[src/rtl/adder_arbiter.sv]
// -----------------------------------------------------------------------------
// adder_arbiter
//
// Round-robin sequencer that shares one WIDTH-bit ripple adder between two
// requesters. An add takes one adder pass (EXEC). A subtract takes two passes:
// NEG forms the two's complement of B, then EXEC adds it to A. The block adds
// the carry/borrow flag that the bare adder does not provide.
//
// Ports
//   clk              rising-edge clock
//   rst_n            asynchronous active-low reset
//   req0_i, req1_i   level requests; operands/op held stable until done
//   op0_i,  op1_i    0 = add (A+B), 1 = subtract (A-B)
//   a0_i, b0_i       requester 0 operands
//   a1_i, b1_i       requester 1 operands
//   gnt0_o, gnt1_o   one-cycle pulse, first cycle after a job is accepted
//   done0_o, done1_o one-cycle pulse, result_o/flag_o valid for that requester
//   result_o         registered result, held until the next done
//   flag_o           add: carry-out, sub: borrow (A < B unsigned)
//   busy_o           high in every state except IDLE
// -----------------------------------------------------------------------------
module adder_arbiter #(
  parameter int WIDTH = 10
) (
  input  logic             clk,
  input  logic             rst_n,
  input  logic             req0_i,
  input  logic             req1_i,
  input  logic             op0_i,
  input  logic             op1_i,
  input  logic [WIDTH-1:0] a0_i,
  input  logic [WIDTH-1:0] b0_i,
  input  logic [WIDTH-1:0] a1_i,
  input  logic [WIDTH-1:0] b1_i,
  output logic             gnt0_o,
  output logic             gnt1_o,
  output logic             done0_o,
  output logic             done1_o,
  output logic [WIDTH-1:0] result_o,
  output logic             flag_o,
  output logic             busy_o
);

  typedef enum logic [1:0] {
    S_IDLE,
    S_NEG,
    S_EXEC,
    S_DONE
  } state_e;

  state_e           state_q, state_d;
  logic             last_q, last_d;      // index of the most recent winner
  logic             idx_q, idx_d;        // requester currently being served
  logic             op_q, op_d;
  logic             borrow_q, borrow_d;  // borrow captured at grant time
  logic [WIDTH-1:0] a_q, a_d;
  logic [WIDTH-1:0] b_q, b_d;            // holds -B after NEG for a subtract
  logic [WIDTH-1:0] result_q, result_d;
  logic             flag_q, flag_d;
  logic             gnt0_q, gnt0_d;
  logic             gnt1_q, gnt1_d;
  logic             win;

  // Shared adder: operand mux plus a single ripple-carry chain.
  logic [WIDTH-1:0] add_a, add_b, sum;

  assign add_a = (state_q == S_NEG) ? ~b_q : a_q;
  assign add_b = (state_q == S_NEG) ? {{(WIDTH-1){1'b0}}, 1'b1} : b_q;

  always_comb begin : ripple_adder
    logic c;
    c = 1'b0;
    for (int i = 0; i < WIDTH; i++) begin
      sum[i] = add_a[i] ^ add_b[i] ^ c;
      c      = (add_a[i] & add_b[i]) | (c & (add_a[i] ^ add_b[i]));
    end
  end

  // Tie goes to the requester that did not win last; a lone request wins.
  assign win = req1_i & (~req0_i | ~last_q);

  always_comb begin
    // NOTE: every signal driven here gets a default first, so no path can
    // leave one unassigned and infer a latch.
    state_d  = state_q;
    last_d   = last_q;
    idx_d    = idx_q;
    op_d     = op_q;
    borrow_d = borrow_q;
    a_d      = a_q;
    b_d      = b_q;
    result_d = result_q;
    flag_d   = flag_q;
    gnt0_d   = 1'b0;
    gnt1_d   = 1'b0;

    unique case (state_q)
      S_IDLE: begin
        if (req0_i || req1_i) begin
          idx_d    = win;
          last_d   = win;
          op_d     = win ? op1_i : op0_i;
          a_d      = win ? a1_i  : a0_i;
          b_d      = win ? b1_i  : b0_i;
          borrow_d = win ? (op1_i && (a1_i < b1_i)) : (op0_i && (a0_i < b0_i));
          gnt0_d   = ~win;
          gnt1_d   = win;
          state_d  = (win ? op1_i : op0_i) ? S_NEG : S_EXEC;
        end
      end
      S_NEG: begin
        b_d     = sum;
        state_d = S_EXEC;
      end
      S_EXEC: begin
        result_d = sum;
        // Unsigned wrap of A+B means a carry out of the top bit.
        flag_d   = op_q ? borrow_q : (sum < a_q);
        state_d  = S_DONE;
      end
      S_DONE: begin
        state_d = S_IDLE;
      end
      default: state_d = S_IDLE;
    endcase
  end

  // NOTE: operand latches are reset along with control state so an aborted
  // job never leaves stale data that could be mistaken for a live one.
  always_ff @(posedge clk or negedge rst_n) begin
    if (!rst_n) begin
      state_q  <= S_IDLE;
      last_q   <= 1'b1;
      idx_q    <= 1'b0;
      op_q     <= 1'b0;
      borrow_q <= 1'b0;
      a_q      <= '0;
      b_q      <= '0;
      result_q <= '0;
      flag_q   <= 1'b0;
      gnt0_q   <= 1'b0;
      gnt1_q   <= 1'b0;
    end else begin
      // NOTE: non-blocking assignments so every register samples the
      // pre-edge value of every other register.
      state_q  <= state_d;
      last_q   <= last_d;
      idx_q    <= idx_d;
      op_q     <= op_d;
      borrow_q <= borrow_d;
      a_q      <= a_d;
      b_q      <= b_d;
      result_q <= result_d;
      flag_q   <= flag_d;
      gnt0_q   <= gnt0_d;
      gnt1_q   <= gnt1_d;
    end
  end

  assign gnt0_o   = gnt0_q;
  assign gnt1_o   = gnt1_q;
  assign done0_o  = (state_q == S_DONE) && !idx_q;
  assign done1_o  = (state_q == S_DONE) &&  idx_q;
  assign result_o = result_q;
  assign flag_o   = flag_q;
  assign busy_o   = (state_q != S_IDLE);

endmodule
[config.mk]
export PLATFORM = sky130hd
export DESIGN_NAME = adder_arbiter
export DESIGN_NICKNAME = d
export VERILOG_FILES = /design/src/rtl/adder_arbiter.sv
export SDC_FILE = /design/constraint.sdc
export NUM_CORES = 1
export LEC_CHECK = 0
export ABC_CLOCK_PERIOD_IN_PS = 4650
export BUFFER_PORTS_ARGS = -buffer_cell sky130_fd_sc_hd__buf_2
export CORE_ASPECT_RATIO = 0.8
export CORE_MARGIN = 2
export CORE_UTILIZATION = 52
export CTS_BUF_LIST = sky130_fd_sc_hd__clkbuf_8
export CTS_CLUSTER_DIAMETER = 30
export DETAILED_ROUTE_END_ITERATION = 8
export PLACE_DENSITY_LB_ADDON = 0.1
export SYNTH_ARGS = -nofsm -noshare
export SYNTH_HDL_FRONTEND = slang
export SYNTH_SLANG_ARGS = --single-unit
[constraint.sdc]
create_clock -name clk -period 4.65 [get_ports clk]
set_input_delay 0.93 -clock clk [delete_from_list [all_inputs] [get_ports clk]]
set_output_delay 0.93 -clock clk [all_outputs]
set_load 0.01 [all_outputs]
# Word level (Yosys, flattened, before mapping)
# Cells that the tools add are included.
[totals]
register_bits = 39
output_inout_bits = 16
[classes]
n_lt_le_gt_ge = 3
eq_ne = 4
n_mux = 16
bitwise = 50
n_reduce_logical = 11
[ops]
columns = ["cell", "count"]
rows = [
  ["$mux W10", 5],
  ["$lt A10 B10 Y1", 3],
  ["$pmux W10 S2", 1],
  ["$xor A1 B1 Y1", 19],
  ["$and A1 B1 Y1", 18],
  ["$not A10 Y10", 1],
  ["$or A1 B1 Y1", 9],
  ["$pmux W2 S4", 1],
  ["$mux W1", 7],
  ["$eq A2 B2 Y1 const B", 2],
  ["$logic_and A1 B1 Y1", 4],
  ["$mux W2", 2],
  ["$reduce_and A2 Y1", 2],
  ["$reduce_bool A2 Y1", 2],
  ["$not A1 Y1", 3],
  ["$eq A2 B1 Y1 const B", 1],
  ["$logic_not A2 Y1", 1],
  ["$ne A2 B2 Y1 const B", 1],
  ["$logic_not A1 Y1", 1],
  ["$logic_or A1 B1 Y1", 1],
]

# Logic depth before layout (Yosys ltp)
# Gate-level depths: netlist (run 1).
[logic_depth]
word_depth = 22
mapped_depth = 23
ltp_nobuf = 21

# Worst setup path before layout (run 1)
# OpenSTA, ideal clock, no wires.
[synth_path]
path_type = "flip-flop to flip-flop"
from = "register state_q[1]"
to = "register flag_q, in the netlist flag_o"
setup_ps = 90
arrival_ps = 5041
slack_ps = -481
path_stages_with_launch = 23
path_buffers = 1
cell_sequence = "dfrtp_1 > inv_1 > ha_1 > buf_1 > mux2i_1 > ha_1 > fa_1 > fa_1 > fa_1 > fa_1 > inv_1 > fa_1 > inv_1 > fa_1 > inv_1 > fa_1 > inv_1 > fa_1 > ha_1 > nor2b_1 > o21ai_0 > nand3_1 > o221ai_1"
[synth_lines]
columns = ["item", "line_no", "source"]
rows = [
  ["from (decl)", "51", "state_e state_q, state_d;"],
  ["from (signal assigned)", "146", "state_q <= state_d;"],
  ["$eq A2 B1 Y1 (*)", "67, 68", ""],
  ["$mux W10 (on tied branches)", "67, 68", ""],
  ["$and A1 B1 Y1 / $xor A1 B1 Y1 (equally long branches)", "75", "c = (add_a[i] & add_b[i]) | (c & (add_a[i] ^ add_b[i]));"],
  ["$and A1 B1 Y1", "75", ""],
  ["$or A1 B1 Y1", "75", ""],
  ["$and A1 B1 Y1", "75", ""],
  ["$or A1 B1 Y1", "75", ""],
  ["$and A1 B1 Y1", "75", ""],
  ["[5 not listed]", "-", ""],
  ["$and A1 B1 Y1", "75", ""],
  ["$or A1 B1 Y1", "75", ""],
  ["$and A1 B1 Y1", "75", ""],
  ["$or A1 B1 Y1", "75", ""],
  ["$xor A1 B1 Y1 (*)", "74", "sum[i] = add_a[i] ^ add_b[i] ^ c;"],
  ["via sum[8]", "65", "logic [WIDTH-1:0] add_a, add_b, sum;"],
  ["$lt A10 B10 Y1 (*)", "118", "flag_d = op_q ? borrow_q : (sum < a_q);"],
  ["$mux W1 (*)", "118", ""],
  ["to (signal assigned)", "154", "flag_q <= flag_d;"],
  ["to (decl)", "59", "logic flag_q, flag_d;"],
]
# The timed path passes the listed nets; every way through them passes the cells marked *.
# A chain may end at the register's enable or synchronous reset.

# Worst setup path in the final report (run 1)
# Ends and elaborated chain as after synthesis.

==> flow_summary.json, run 1 <==
{
  "holdPathStages": 2,
  "drt_iter0_drc": 144,
  "power.density_mw_per_mm2": 788.9,
  "syn_area_mm2": 0.002959,
  "hold_violations": 0,
  "grtUsageTotal_pct": 22.67,
  "cts_buffers": 5,
  "worst_hold_path_type": "reg2reg",
  "clock_sinks": 39,
  "endpoint_kind": "register",
  "skew_ps": 7.246,
  "synth-seq-cells": 39,
  "insertion_delay_ps": 290,
  "yosysMostFrequentCell": "inv_1",
  "ant_nets": 0,
  "synth_top_cell_area_share_pct": 32.14,
  "grt_max_degree": 40,
  "mappedNetlistNets": 396,
  "tritoncts": "built",
  "drcViolationCount": 0,
  "fin_nets": 462,
  "grt_pass1_vias": 2265,
  "cts_setup_buffers": 0,
  "hold_path_end": "a_q[3]",
  "grt_pass1_wl_um": 10960,
  "slowest_stage": "fa_2",
  "vias": 2364,
  "ioPinCount": 62,
  "crit_top_cell": "fa_2",
  "critPathKind": "reg2reg",
  "synthFlopType": "dfrtp_1",
  "critPathBufInv": 5,
  "period_minus_slack_ps": 4636,
  "synth_top_area_cell": "dfrtp_1",
  "crit_fanout": 4,
  "port_buffers": 61,
  "cp_top_family": "adder cells",
  "rr_worst_depth": 21,
  "max-cap-violations": 0,
  "antenna_found_initial": 0,
  "dr.pass1.iters": 5,
  "fp.dieW_um": 88.34,
  "cp_cell_sequence": "inv_2 > ha_2 > or2_4 > ha_4 > fa_2 > fa_2 > fa_2 > fa_2 > inv_2 > fa_1 > inv_1 > fa_1 > inv_1 > fa_1 > inv_1 > fa_2 > ha_1 > nor2b_1 > o21ai_1 > nand3_1 > o221ai_2",
  "final.setup.tns_ps": 0,
  "slew_viol_final": 0,
  "core_area_mm2": 0.005465,
  "hold_buffers": 0,
  "synth_top_cells_by_area": "dfrtp_1 (32%), ha_1 (14%), mux2i_1 (8.5%), inv_1 (5.7%), fa_1 (5.4%)",
  "finalPower_w": 0.002763,
  "setup_viol": 0,
  "wl_per_cell_um": 14.49,
  "finalCritPeriodShare_pct": 99.70,
  "gp_congestion": 0.8914,
  "min_from": "a_q[3]",
  "critical-path-max-stage-delay_ps": 540,
  "leakage_nw": 1.787,
  "clkSlewWorstSetupHoldPaths_ps": 80,
  "reg2reg_to": "flag_o",
  "initial_core_util_pct": 54.14,
  "drive_above_1_share_pct": 28.99,
  "rows": 24,
  "max-clock-path-buffers": 2,
  "die_area_mm2": 0.006314,
  "pre_cts_ws_ps": -88.61,
  "arrival_ps": 4850,
  "dp_hpwl_um": 5274,
  "synthTopCellsByCount": "inv_1 (45), dfrtp_1 (38), ha_1 (33)",
  "r2r_start": "state_q[1]",
  "drt_wl_total_um": 6577,
  "yosys_warnings": 0,
  "htreeDepth": 2,
  "async_flop_share_pct": 100.0,
  "cp-start-kind": "register",
  "cp.required_ps": 4860,
  "reg2reg_slack_ps": 10,
  "ir_drop_v": 0.0002939,
  "fp.dieH_um": 71.47,
  "grt.overflow.total": 0,
  "syn2layout_area_growth_pct": 18.35,
  "ys_types": 44,
  "rsz0062_at_grt": "yes",
  "fillers": 502,
  "status": "finished clean",
  "cts-root-buf": "clkbuf_8",
  "antenna_cells": 0,
  "max-slew-margin-rel_pct": 41.22,
  "synth-edff-count": 0,
  "vias_per_cell": 5.207,
  "worstMarginPinSlew_ps": 881.6,
  "yosysSeqAreaShare_pct": 33.02,
  "max_freq_ghz": 0.2157,
  "syn_inst": 309,
  "worst_slack_ps": 14.11,
  "avgSynthCellArea_um2": 9.576
}
==> layout make-up <==
class	instances	area [um^2]	share of cell area [%]
Clock inverter	2	8.758	0.2501
Tap cell	78	97.59	2.787
Inverter	45	168.9	4.823
Multi-Input combinational cell	213	1787	51.02
Timing Repair Buffer	71	380.4	10.86
Clock buffer	6	82.58	2.358
Sequential cell	39	977.2	27.90
==> report_power, final <==
group          internal [W]  leakage [nW]  total, W  switching, W
combinational      0.000891          1.26   0.00191       0.00102
clock              0.000118        0.0524  0.000235      0.000117
sequential         0.000518         0.474  0.000618      0.000100
==> how the worst max path moves through the flow <==
stage	from	to	slack, ps	cells after the start
2_1_floorplan	state_q[1]	flag_o	-210	23
3_3_place_gp	state_q[1]	flag_o	20	21
3_5_place_dp	state_q[1]	flag_o	-90	21
4_1_cts	state_q[1]	flag_o	-4	21
5_1_grt	state_q[1]	flag_o	-180	21
6_report	state_q[1]	flag_o	10	21
==> state kept, by name, summed over array words and instances, names as in the netlist, 2 cells and up <==
signal    cells
a_q          10
b_q          10
result_o     10
state_q       2
==> routing by layer <==
layer  vias to the layer above  track usage, %  part of all wire (%)
li1                       1191               -                     -
met1                      1097           36.35                    52
met2                        71           31.75                    42
met3                         5           4.147                   4.5
met4                         0           5.051                  0.76
met5                         -               0                     0
==> logic make-up after synthesis <==
kind of cell,after synthesis,synth area share [%]
AOI/OAI and AO/OA,68,15.35
and+or+nand+nor,66,10.82
buffers and inverters,57,8.203
adders and majority gates,41,19.37
DFF,39,33.02
muxes,36,12.64
xor gates and xnor gates,2,0.5921
==> through the flow <==
step           hold slack (ps)  instances  area (um^2)  utilization (%)
4_1_cts                  487.1        454         3492            63.90
5_1_grt                  530.2        454         3502            64.08
3_3_place_gp             463.5        446         3391            62.04
3_5_place_dp             471.2        446         3391            62.04
2_1_floorplan            449.8        309         2998                -
6_report                 486.9        454         3502            64.08
==> cell usage in the layout, fill, tap and decap left out, types with 2 or more instances in the layout <==
| master | instances |
|---|---|
| mux2_2 | 11 |
| or3_1 | 2 |
| nand3_1 | 5 |
| fa_1 | 3 |
| nor2b_1 | 11 |
| inv_1 | 44 |
| a21oi_1 | 15 |
| o21ai_1 | 8 |
| nand2_1 | 26 |
| fa_2 | 5 |
| nand4_1 | 2 |
| o211ai_1 | 7 |
| mux2i_1 | 25 |
| clkbuf_8 | 6 |
| a222oi_1 | 2 |
| dfrtp_1 | 38 |
| inv_2 | 2 |
| nor2_1 | 12 |
| o21ai_0 | 18 |
| buf_2 | 61 |
| ha_1 | 31 |
| and2_1 | 2 |
| a21boi_4 | 2 |
| a21o_1 | 4 |
| buf_4 | 10 |
==> worst min-delay path, stage by stage, from the launching register on <==
cell and delay (ps):
dfrtp_1 340, nand2_1 50, o21ai_0 60
==> timing repair <==
item	in CTS	in global routing
pin swaps	5	3
setup endpoints to repair	1	2
resized for setup	2	2
Power figures use the tool's default switching activity.
==> inputs of run 2 (changes only) <==
- ABC_CLOCK_PERIOD_IN_PS: 4650 -> 5780
- CORE_UTILIZATION: 52 -> 60
- clock period: 4.65 -> 5.78 ns (I/O delays scaled with it)
==> run 2 against run 1 <==
Total power decreased by 26%; die area fell by 13%; global-route usage up 4.0 points; setup slack improved by 580 ps; first-iteration DRC count is 19% higher; non-clock buffer count down 8; sequential power down 18%; design area shrank 4.0%; largest cell class unchanged; largest power group unchanged; highest routed layer unchanged.
==> flow_summary.json, run 2 (synthesized netlist as in run 1, its figures left out) <==
{
  "status": "finished clean",
  "slew_viol_final": 0,
  "drcViolationCount": 0,
  "p_comb_share_pct": 66.4,
  "period_minus_slack_ps": 5182,
  "layout_commonest_cell": "buf_2",
  "final_cell_mix": "buf_2 (61), inv_1 (47), dfrtp_1 (38)",
  "wl_per_cell_um": 15.42,
  "vias": 2366,
  "max-cap-violations": 0,
  "core_area_mm2": 0.004679,
  "final.setup.tns_ps": 0,
  "reg2reg_slack_ps": 600,
  "cts_buffers": 5,
  "seq_power_share_pct": 24.8,
  "hold_violations": 0,
  "crit_fanout": 5,
  "htreeDepth": 2,
  "initial_core_util_pct": 63.24,
  "rsz0062_at_grt": "no",
  "rr_worst_depth": 21,
  "power.density_mw_per_mm2": 604.4,
  "leakage_nw": 1.749,
  "cts-root-buf": "clkbuf_8",
  "grtUsageTotal_pct": 26.64,
  "grt.overflow.total": 0,
  "clkSlewWorstSetupHoldPaths_ps": 80,
  "drt_iter0_drc": 171,
  "utilization_pct": 71.84,
  "dr.pass1.iters": 4,
  "port_buffers": 61,
  "antenna_found_initial": 0,
  "critPathKind": "reg2reg",
  "arrival_ps": 5390,
  "drive_above_1_share_pct": 23.91,
  "antenna_cells": 0,
  "instances_no_fill": 428,
  "max_freq_ghz": 0.1930,
  "rows": 22,
  "cp.required_ps": 5990,
  "syn2layout_area_growth_pct": 13.62,
  "dpl.cell_count": 420,
  "reg2reg_to": "flag_o",
  "gp_congestion": 0.9155,
  "p_int_w": 0.001093,
  "p_clk_share_pct": 8.8,
  "pre_cts_ws_ps": 628.9,
  "cp-start-kind": "register",
  "min_from": "a_q[9]",
  "grt_max_degree": 40,
  "hold_path_end": "a_q[9]",
  "fillers": 350,
  "endpoint_kind": "register",
  "grt_pass1_vias": 2281,
  "worst_slack_ps": 598.0,
  "tritoncts": "built",
  "fp.dieH_um": 66.82,
  "die_area_mm2": 0.005513,
  "dp_hpwl_um": 5296,
  "hold_buffers": 0,
  "p_switching_w": 0.0009390,
  "vias_per_cell": 5.528,
  "fin_nets": 454,
  "setup_viol": 0,
  "clock_sinks": 39,
  "worstMarginPinSlew_ps": 893.2,
  "r2r_start": "state_q[1]",
  "ioPinCount": 62,
  "max-clock-path-buffers": 2,
  "drt_wl_total_um": 6600,
  "switching_share_pct": 46.21,
  "insertion_delay_ps": 290,
  "worst_hold_path_type": "reg2reg",
  "ctsResizeCount": 0,
  "ant_nets": 0,
  "skew_ps": 13.04,
  "ir_drop_v": 0.0003229,
  "finalPower_w": 0.002032,
  "holdPathStages": 2,
  "fp.dieW_um": 82.52,
  "grt_pass1_wl_um": 10960,
  "finalCritPeriodShare_pct": 89.65,
  "max-slew-margin-rel_pct": 40.45,
  "cts_setup_buffers": 0
}
==> run 2: worst max-delay path by stage <==
stage / from / to / cells after the start
floorplan: state_q[1] / flag_o / 22
global placement: state_q[1] / flag_o / 21
detailed placement: state_q[1] / flag_o / 21
CTS: state_q[1] / flag_o / 21
global route: state_q[1] / flag_o / 21
finish: state_q[1] / flag_o / 21
==> run 2: through the flow <==
| step | area, um^2 | hold WS, ps |
|---|---|---|
| 6_report | 3362 | 485.8 |
| 5_1_grt | 3362 | 526.3 |
| 4_1_cts | 3362 | 491.4 |
| 3_5_place_dp | 3281 | 474.6 |
| 3_3_place_gp | 3281 | 464.0 |
| 2_1_floorplan | 2959 | 449.8 |
==> run 2: layout make-up <==
| class | count | area (um^2) | area share (%) |
|---|---|---|---|
| Timing Repair Buffer | 63 | 320.3 | 9.527 |
| Sequential cell | 39 | 977.2 | 29.07 |
| Multi-Input combinational cell | 213 | 1739 | 51.73 |
| Tap cell | 60 | 75.07 | 2.233 |
| Clock buffer | 5 | 68.82 | 2.047 |
| Inverter | 45 | 168.9 | 5.024 |
| Clock inverter | 3 | 12.51 | 0.3722 |
==> run 2: power by group through the flow <==
stage          clock network (W)  logic, W  registers [W]
5_1_grt                 0.000193   0.00153       0.000523
6_report                0.000179   0.00135       0.000504
3_3_place_gp                   0   0.00127       0.000502
2_1_floorplan                  0  0.000982       0.000506
4_1_cts                 0.000180   0.00135       0.000503
3_5_place_dp                   0   0.00134       0.000508
==> run 2: per-layer routing <==
metal | GRT usage (%) | up-vias | routed length, um
met4 | 6.148 | 0 | 64
li1 | - | 1169 | -
met3 | 4.201 | 7 | 330
met2 | 40.73 | 86 | 2906
met1 | 39.64 | 1104 | 3298
met5 | 0 | - | 0
==> run 2: worst max-delay path: stages, from the launching register on <==
cell      delay (ps)
dfrtp_1          410
inv_1            120
ha_1             340
mux2i_1          120
ha_1             220
fa_1             390
fa_1             410
fa_1             400
fa_1             370
inv_1             80
fa_1             170
inv_1             50
fa_1             360
inv_1             70
fa_1             160
inv_1             50
fa_1             490
ha_1             310
nor2b_1          130
o21ai_0          140
nand3_1          100
o221ai_1         210
==> inputs of run 3 (changes only) <==
- PLACE_DENSITY: default -> 0.85
- PLACE_DENSITY_LB_ADDON: 0.1 -> default
==> run 3 against run 2 <==
Cell count unchanged; fmax increased by 1.1%; clock power up 15%; count of clock-buffer cells in the layout up 2; critical path type unchanged; critical endpoint unchanged; largest cell class unchanged.
==> flow_summary.json, run 3 (synthesized netlist as in run 1, its figures left out) <==
{
  "status": "finished clean",
  "layout_commonest_cell": "buf_2",
  "htreeDepth": 2,
  "insertion_delay_ps": 300,
  "power.density_mw_per_mm2": 614.7,
  "cp.required_ps": 6000,
  "p_switching_w": 0.0009555,
  "cts_buffers": 5,
  "syn2layout_area_growth_pct": 14.25,
  "antenna_found_initial": 0,
  "ioPinCount": 62,
  "dr.pass1.iters": 5,
  "max_freq_ghz": 0.1952,
  "max-slew-margin-rel_pct": 41.32,
  "p_clk_share_pct": 9.8,
  "grt.overflow.total": 0,
  "finalCritPeriodShare_pct": 88.65,
  "holdWs_ps": 496.5,
  "ant_nets": 0,
  "grt_pass1_vias": 2464,
  "stdcell_area_mm2": 0.003381,
  "final_cell_mix": "buf_2 (61), inv_1 (46), dfrtp_1 (38)",
  "antenna_cells": 0,
  "drt_iter0_drc": 222,
  "port_buffers": 61,
  "wl_per_cell_um": 15.86,
  "clkSlewWorstSetupHoldPaths_ps": 70,
  "skew_ps": 7.234,
  "clock_sinks": 39,
  "cts-root-buf": "clkbuf_8",
  "arrival_ps": 5340,
  "fp.dieW_um": 82.52,
  "core_area_mm2": 0.004679,
  "grt_pass1_wl_um": 11790,
  "gp_congestion": 0.8300,
  "p_int_w": 0.001123,
  "p_comb_share_pct": 65.8,
  "dp_hpwl_um": 5468,
  "hold_buffers": 0,
  "setup_viol": 0,
  "drcViolationCount": 0,
  "hold_violations": 0,
  "vias": 2455,
  "max-cap-violations": 0,
  "worst_hold_path_type": "reg2reg",
  "crit_fanout": 4,
  "dpl.cell_count": 420,
  "cp-start-kind": "register",
  "cts_setup_buffers": 0,
  "worstMarginPinSlew_ps": 878.0,
  "reg2reg_slack_ps": 660,
  "slew_viol_final": 0,
  "fp.dieH_um": 66.82,
  "switching_share_pct": 45.98,
  "finalPower_w": 0.002078,
  "grt_max_degree": 40,
  "critPathKind": "reg2reg",
  "final.setup.tns_ps": 0,
  "max-clock-path-buffers": 2,
  "ir_drop_v": 0.0003743,
  "die_area_mm2": 0.005513,
  "ctsResizeCount": 0,
  "vias_per_cell": 5.736,
  "rsz0062_at_grt": "no",
  "tritoncts": "built",
  "seq_power_share_pct": 24.3,
  "fin_nets": 454,
  "rows": 22,
  "period_minus_slack_ps": 5124,
  "endpoint_kind": "register",
  "instances_no_fill": 428,
  "leakage_nw": 1.754,
  "placed_area_mm2": 0.003281,
  "initial_core_util_pct": 63.24,
  "fillers": 356,
  "drive_above_1_share_pct": 24.18,
  "drt_wl_total_um": 6787,
  "grtUsageTotal_pct": 29.00
}
run 3: worst max-delay path, stage by stage (launching register included):
cell	delay (ps)
dfrtp_1	380
inv_1	100
ha_1	200
or2_2	290
ha_1	190
fa_1	390
fa_1	410
fa_1	400
fa_1	360
inv_1	70
fa_1	160
inv_1	50
fa_1	360
inv_1	70
fa_1	160
inv_1	50
fa_1	500
ha_1	320
nor2b_1	130
o21ai_0	140
nand3_1	90
o221ai_1	190
run 3: final cells by class:
class                           count  area, um^2  area share [%]
Timing Repair Buffer               63       320.3           9.474
Clock buffer                        7       96.34           2.850
Multi-Input combinational cell    213        1739           51.44
Sequential cell                    39       977.2           28.90
Clock inverter                      1       3.754          0.1110
Tap cell                           60       75.07           2.221
Inverter                           45       168.9           4.996
run 3: layer usage:
layer  track usage (%)  part of all wire (%)  up-vias
li1                  -                     -     1171
met1             38.60                    46     1194
met2             46.88                    47       78
met3             6.098                   5.7       12
met4             9.836                   1.6        0
met5                 0                     0        -
run 3: worst paths after layout:
kind / start / end / depth (start not counted)
hold reg to reg: a_q[0] / a_q[0] / 2
setup / recovery: state_q[1] / flag_o / 21
min in group asynchronous: rst_n / result_o[6] / 1
hold / removal: a_q[0] / a_q[0] / 2
max in group asynchronous: rst_n / a_q[0] / 1
setup reg to reg: state_q[1] / flag_o / 21
run 3: metrics by stage:
step	utilization (%)	setup WS (ps)
floorplan	-	649.2
global placement	70.11	871.0
detailed placement	70.11	714.2
CTS	72.25	698.4
global route	72.25	443.2
finish	72.25	656.2
run 3: power by group through the flow:
| stage | sequential (W) | combinational [W] | clock [W] |
|---|---|---|---|
| 3_5_place_dp | 0.000508 | 0.00135 | 0 |
| 5_1_grt | 0.000526 | 0.00153 | 0.000222 |
| 2_1_floorplan | 0.000506 | 0.000982 | 0 |
| 3_3_place_gp | 0.000502 | 0.00126 | 0 |
| 6_report | 0.000505 | 0.00137 | 0.000205 |
| 4_1_cts | 0.000505 | 0.00136 | 0.000207 |
